`config.mk`:
```
export PLATFORM = sky130hd
export DESIGN_NAME = seg_arbiter_flat
export DESIGN_NICKNAME = d
export VERILOG_FILES = /design/src/rtl/seg_arbiter_if.sv /design/src/rtl/seg_arbiter.sv /design/src/flat_wrapper.sv
export SDC_FILE = /design/constraint.sdc
export NUM_CORES = 1
export LEC_CHECK = 0
export ABC_AREA = 1
export CORE_MARGIN = 2
export CORE_UTILIZATION = 25
export CTS_CLUSTER_SIZE = 12
export DETAILED_ROUTE_END_ITERATION = 16
export GPL_ROUTABILITY_DRIVEN = 0
export GPL_TIMING_DRIVEN = 0
export HOLD_SLACK_MARGIN = 0.02
export SYNTH_ARGS = -nofsm -noshare
export SYNTH_HDL_FRONTEND = slang
export SYNTH_SLANG_ARGS = --single-unit
```
`constraint.sdc`:
```
create_clock -name clk -period 2.45 [get_ports clk]
set_clock_uncertainty 0.05 [all_clocks]
set_input_delay 0.245 -clock clk [delete_from_list [all_inputs] [get_ports clk]]
set_output_delay 0.245 -clock clk [all_outputs]
set_load 0.05 [all_outputs]
```
`src/rtl/seg_arbiter_if.sv`:
```
// Request/grant bundle between requester blocks and the shared segment-FSM arbiter.
// Latency: none; this is wiring only.
// Backpressure: requesters hold req until granted; the grant is the only flow control.
interface seg_arbiter_if #(
  parameter int N = 4
);
  localparam int IW = (N > 1) ? $clog2(N) : 1;

  logic [N-1:0]  req;
  logic [N-1:0]  rel;
  logic [N-1:0]  gnt;
  logic          gnt_vld;
  logic [IW-1:0] gnt_id;
  logic          timeout;

  // Requester side drives requests and releases and observes the grant.
  modport master (
    output req, rel,
    input  gnt, gnt_vld, gnt_id, timeout
  );

  // Arbiter side.
  modport slave (
    input  req, rel,
    output gnt, gnt_vld, gnt_id, timeout
  );
endinterface

```
`src/rtl/seg_arbiter.sv`:
```
// Round-robin owner selection for one shared segment-FSM, with a hold limit and a dead cycle between owners.
// Latency: grant and revocation are registered, visible one cycle after the deciding edge.
// Backpressure: waiting requesters stay pending on req; an owner is revoked after MAX_HOLD cycles.
module seg_arbiter #(
  parameter int N        = 4,
  parameter int MAX_HOLD = 16
) (
  input logic         clk,
  input logic         reset,
  seg_arbiter_if.slave bus
);
  localparam int IW = (N > 1) ? $clog2(N) : 1;
  localparam int HW = $clog2(MAX_HOLD + 1);

  typedef enum logic [1:0] {IDLE, BUSY, GAP} state_t;

  state_t        state, state_nxt;
  logic [IW-1:0] ptr, ptr_nxt;
  logic [IW-1:0] owner, owner_nxt;
  logic [HW-1:0] hold_cnt, hold_nxt;
  logic [N-1:0]  gnt_q, gnt_nxt;
  logic          vld_q, vld_nxt;
  logic [IW-1:0] id_q, id_nxt;
  logic          to_q, to_nxt;

  logic          found;
  logic [IW-1:0] sel;
  logic [IW-1:0] cand;
  logic          drop;
  logic          at_limit;

  // Index increment that wraps at N even when N is not a power of two.
  function automatic logic [IW-1:0] next_idx(input logic [IW-1:0] v);
    if (int'(v) == N - 1) return '0;
    else                  return v + IW'(1);
  endfunction

  // Scan ptr, ptr+1, ... (mod N) for the first pending request.
  always_comb begin
    found = 1'b0;
    sel   = ptr;
    cand  = ptr;
    for (int k = 0; k < N; k++) begin
      if (!found && bus.req[cand]) begin
        found = 1'b1;
        sel   = cand;
      end
      cand = next_idx(cand);
    end
  end

  // Owner gives up either by pulsing rel or by dropping its request level.
  assign drop     = bus.rel[owner] | ~bus.req[owner];
  assign at_limit = (hold_cnt == HW'(MAX_HOLD));

  // State register plus all registered outputs; reset takes effect immediately.
  always_ff @(posedge clk or negedge reset) begin
    if (!reset) begin
      state    <= IDLE;
      ptr      <= '0;
      owner    <= '0;
      hold_cnt <= '0;
      gnt_q    <= '0;
      vld_q    <= 1'b0;
      id_q     <= '0;
      to_q     <= 1'b0;
    end else begin
      state    <= state_nxt;
      ptr      <= ptr_nxt;
      owner    <= owner_nxt;
      hold_cnt <= hold_nxt;
      gnt_q    <= gnt_nxt;
      vld_q    <= vld_nxt;
      id_q     <= id_nxt;
      to_q     <= to_nxt;
    end
  end

  // Next-state: release has priority over the hold limit; GAP always lasts one cycle.
  always_comb begin
    state_nxt = state;
    case (state)
      IDLE:    if (found) state_nxt = BUSY;
      BUSY:    if (drop || at_limit) state_nxt = GAP;
      GAP:     state_nxt = IDLE;
      default: state_nxt = IDLE;
    endcase
  end

  // Next values of the grant outputs and bookkeeping for the current transition.
  always_comb begin
    ptr_nxt   = ptr;
    owner_nxt = owner;
    hold_nxt  = hold_cnt;
    gnt_nxt   = gnt_q;
    vld_nxt   = vld_q;
    id_nxt    = id_q;
    to_nxt    = 1'b0;
    case (state)
      IDLE: begin
        if (found) begin
          owner_nxt    = sel;
          id_nxt       = sel;
          gnt_nxt      = '0;
          gnt_nxt[sel] = 1'b1;
          vld_nxt      = 1'b1;
          hold_nxt     = HW'(1);
        end
      end
      BUSY: begin
        if (drop || at_limit) begin
          gnt_nxt = '0;
          vld_nxt = 1'b0;
          ptr_nxt = next_idx(owner);
          to_nxt  = ~drop;
        end else begin
          hold_nxt = hold_cnt + HW'(1);
        end
      end
      default: begin
        gnt_nxt = '0;
        vld_nxt = 1'b0;
      end
    endcase
  end

  assign bus.gnt     = gnt_q;
  assign bus.gnt_vld = vld_q;
  assign bus.gnt_id  = id_q;
  assign bus.timeout = to_q;
endmodule
```
`src/flat_wrapper.sv`:
```
// flat-port wrapper written by rule: the top's interface ports become plain ports
module seg_arbiter_flat 
#(
  parameter int N        = 4,
  parameter int MAX_HOLD = 16
)
  (clk, reset, bus_req, bus_rel, bus_gnt, bus_gnt_vld, bus_gnt_id, bus_timeout);
  seg_arbiter_if #(.N(N)) bus_i ();
  input logic clk;
  input logic reset;
  input wire logic [$bits(bus_i.req)-1:0] bus_req;
  input wire logic [$bits(bus_i.rel)-1:0] bus_rel;
  output wire logic [$bits(bus_i.gnt)-1:0] bus_gnt;
  output wire logic [$bits(bus_i.gnt_vld)-1:0] bus_gnt_vld;
  output wire logic [$bits(bus_i.gnt_id)-1:0] bus_gnt_id;
  output wire logic [$bits(bus_i.timeout)-1:0] bus_timeout;
  assign bus_i.req = bus_req;
  assign bus_i.rel = bus_rel;
  assign bus_gnt = bus_i.gnt;
  assign bus_gnt_vld = bus_i.gnt_vld;
  assign bus_gnt_id = bus_i.gnt_id;
  assign bus_timeout = bus_i.timeout;
  seg_arbiter #(.N(N), .MAX_HOLD(MAX_HOLD)) u_core (.clk(clk), .reset(reset), .bus(bus_i));
endmodule
```
==> results.md <==
* Synth Warn # at 0
* Clock Tree Buf Depth at 2
* Root Buffer: clkbuf_8
* Post-synth top area share at 0.322
* Reg2reg setup slack at 0.24 ns
* Min-Delay Path Class: in -> async
* Status: finished, final reports clean
* Final slew viol count at 0
* F_max at 0.453 GHz
* Final worst slack at 0.243 ns
* Die area at 0.00556 mm²
* Layout area overhead at 25.4%
* Initial DRC count at 40
* DRT met1 WL at 1.27 mm
* Pwr/cell area at 1570 mW/mm²
* IO Count at 18
* Area contributors post-synth: dfrtp_1 32%, nand2_1 18%, nand3_1 11%, inv_1 5.1%, nor2_8 4.8%
* Drt drc at 0
* Startpoint types: register
* Number of max-cap violations at 0
* Data required time at the worst endpoint at 2.58 ns
* Initial antenna violation count at 0
* Syn_nets at 188
* First-pass GRT wire length at 4.72 mm
* CP Capture Type: register
* PortBufs at 17
* Mapped Cells at 174
* Synth Register Bits at 16
* CTS tree: done
* Fillers at 530
* Via count at 1119
* Chip height at 74.6 µm
* Final instance area at 0.00156 mm²
* Reg-to-Reg Start: u_core.ptr[0]
* Total congestion overflow at 0
* Max-slew headroom at 0.509
* Total Routed Length at 2.68 mm
* Syn avg cell area at 7.15 µm²
* Final Net Count at 212
* Post-route setup TNS at 0 ns
* 1st-pass router iterations at 4
* Synth area leader: dfrtp_1
* Yosys cell types at 28
* Post-DP HPWL at 2.13 mm
* Placed Area at 0.00150 mm²
* Worst-skew pair later-pin latency at 0.25 ns
* Metal3 WL at 80 µm
* Die Span X at 74.6 µm
* R2R cell count at 12
* Finish-stage setup viols at 0
* Worst path arrival time at 2.34 ns
* Tcrit/Tclk final at 0.901
* Antenna Nets Post-Route at 0
* Vias in the first global route at 1024
* Final Hold Violating Endpoints at 0
* Initial Utilization at 0.262
* Number of H-tree levels at 1
* GRT Total Usage at 0.110
* Crit path max fanout at 9
* Pin count of the biggest net entering global routing at 17
* CORE AREA at 0.00475 mm²
* Leak at 0.775 nW
* Post-route minimum period at 2.21 ns
* Worst reg2reg endpoint: u_core.hold_cnt[1]
* Synthesized cell area at 0.00124 mm²
* Inserted Clock Buffers at 3
* Sequential fraction of the synthesis area at 0.322
* Critical path type: reg -> reg
* CTS clock-pin slew for the worst setup and hold paths at 0.06 ns
* Diode count at 0
* CTS sink count at 16
* Dpl ws at 0.157 ns
* Max Used Layer: met4
* Slew @ Worst Pin at 0.735 ns
* WL/cell at 10.2 µm
* Routed wl met2 at 1.27 mm
* Via density per instance at 4.25
* Largest vdd supply drop at 0.725 mV
* Layout cells sized above 1 at 0.158
* Site row count at 25
* RSZ-0062 raised after global routing: false
final cells by class:
type	instances	area [µm²]	area share
Buffer	2	18.8	0.0120
Multi-Input combinational cell	135	749	0.480
Tap cell	67	83.8	0.0537
Clock buffer	3	41.3	0.0264
Timing Repair Buffer	19	185	0.119
Sequential cell	16	400	0.256
Inverter	21	82.6	0.0529
layer usage:
metal / vias to the layer above / track usage
li1: 602 / -
met5: - / 0
met3: 5 / 0.0122
met2: 19 / 0.181
met1: 493 / 0.143
met4: 0 / 0.0536
worst max path at each step:
stage                  startpoint            endpoint  slack, ns
floorplan           u_core.ptr[0]   u_core.bus.gnt[1]       0.42
detailed placement  u_core.ptr[0]   u_core.bus.gnt[3]       0.16
global placement    u_core.ptr[0]   u_core.bus.gnt[3]       0.16
CTS                 u_core.ptr[0]   u_core.bus.gnt[3]       0.14
finish              u_core.ptr[0]  u_core.hold_cnt[1]       0.24
global route        u_core.ptr[0]   u_core.bus.gnt[0]     0.0003
per-stage QoR:
| stage | power [mW] | hold slack, ns | util | cells |
|---|---|---|---|---|
| 2_1_floorplan | 1.87 | -0.101 | - | 174 |
| 3_3_place_gp | 2.21 | 0.417 | 0.315 | 258 |
| 3_5_place_dp | 2.22 | 0.426 | 0.315 | 258 |
| 4_1_cts | 2.43 | 0.410 | 0.324 | 261 |
| 5_1_grt | 2.72 | 0.443 | 0.328 | 263 |
| 6_report | 2.46 | 0.383 | 0.328 | 263 |
critical path: stages (launching register included):
cell	delay [ns]
dfrtp_1	0.46
ha_1	0.31
clkbuf_4	0.21
clkinvlp_4	0.19
nand3_4	0.13
nand2_4	0.08
nor2_8	0.14
nand2_4	0.06
nor2_4	0.16
nor2_8	0.07
nor2_8	0.12
inv_2	0.05
o21ai_2	0.10
synthesized netlist by cell type:
| master | count |
|---|---|
| nand2_1 | 61 |
| nand3_1 | 27 |
| inv_1 | 17 |
| dfrtp_1 | 16 |
| nor2_1 | 9 |
| ha_1 | 4 |
| inv_2 | 3 |
| nand2_2 | 3 |
| nand2_4 | 3 |
| nor2_8 | 3 |
| o21ai_0 | 3 |
| a21oi_1 | 2 |
| nand3_2 | 2 |
| nor2_2 | 2 |
| o21ai_1 | 2 |
| o21ai_2 | 2 |
| o31ai_1 | 2 |
| or2_2 | 2 |
| xor2_1 | 2 |
| a21oi_2 | 1 |
| buf_2 | 1 |
| buf_6 | 1 |
| clkinv_1 | 1 |
| nand3_4 | 1 |
| nand3b_1 | 1 |
| nor2_4 | 1 |
| nor3_1 | 1 |
| o221ai_1 | 1 |
sequential cells by signal, summed over array words and instances, names as in the netlist:
signal	flops
u_core.bus.gnt_id	2
u_core.state	1
u_core.bus.timeout	1
u_core.bus.gnt	4
u_core.bus.gnt_vld	1
u_core.ptr	2
u_core.hold_cnt	5
placed cells by master (no fill, tap or decap), types with 4 or more instances in the layout:
cell,netlist,layout
dfrtp_1,16,16
clkdlybuf4s50_1,0,17
ha_1,4,4
nor2_1,9,9
nand2_1,61,61
nand3_1,27,27
inv_1,17,16
cells by family after synthesis:
kind of cell	after synthesis	synth area share
AO/OA/AOI/OAI	13	0.0683
XOR/XNOR	2	0.0141
AND/OR/NAND/NOR	116	0.479
adder cells (fa/ha/maj)	4	0.0402
buffers and inverters	23	0.0764
flip-flops	16	0.322
where the power goes:
part           switching, mW  internal (mW)
clock network         0.0857          0.109
registers             0.0853          0.352
logic                   1.18          0.646
total                   1.35           1.11
what timing repair did:
action,4_1_cts,5_1_grt
hold buffers,0,0
setup endpoints to repair,0,5
resized for setup,0,2
buffers inserted,0,2
(Power assumes the default switching activity.)
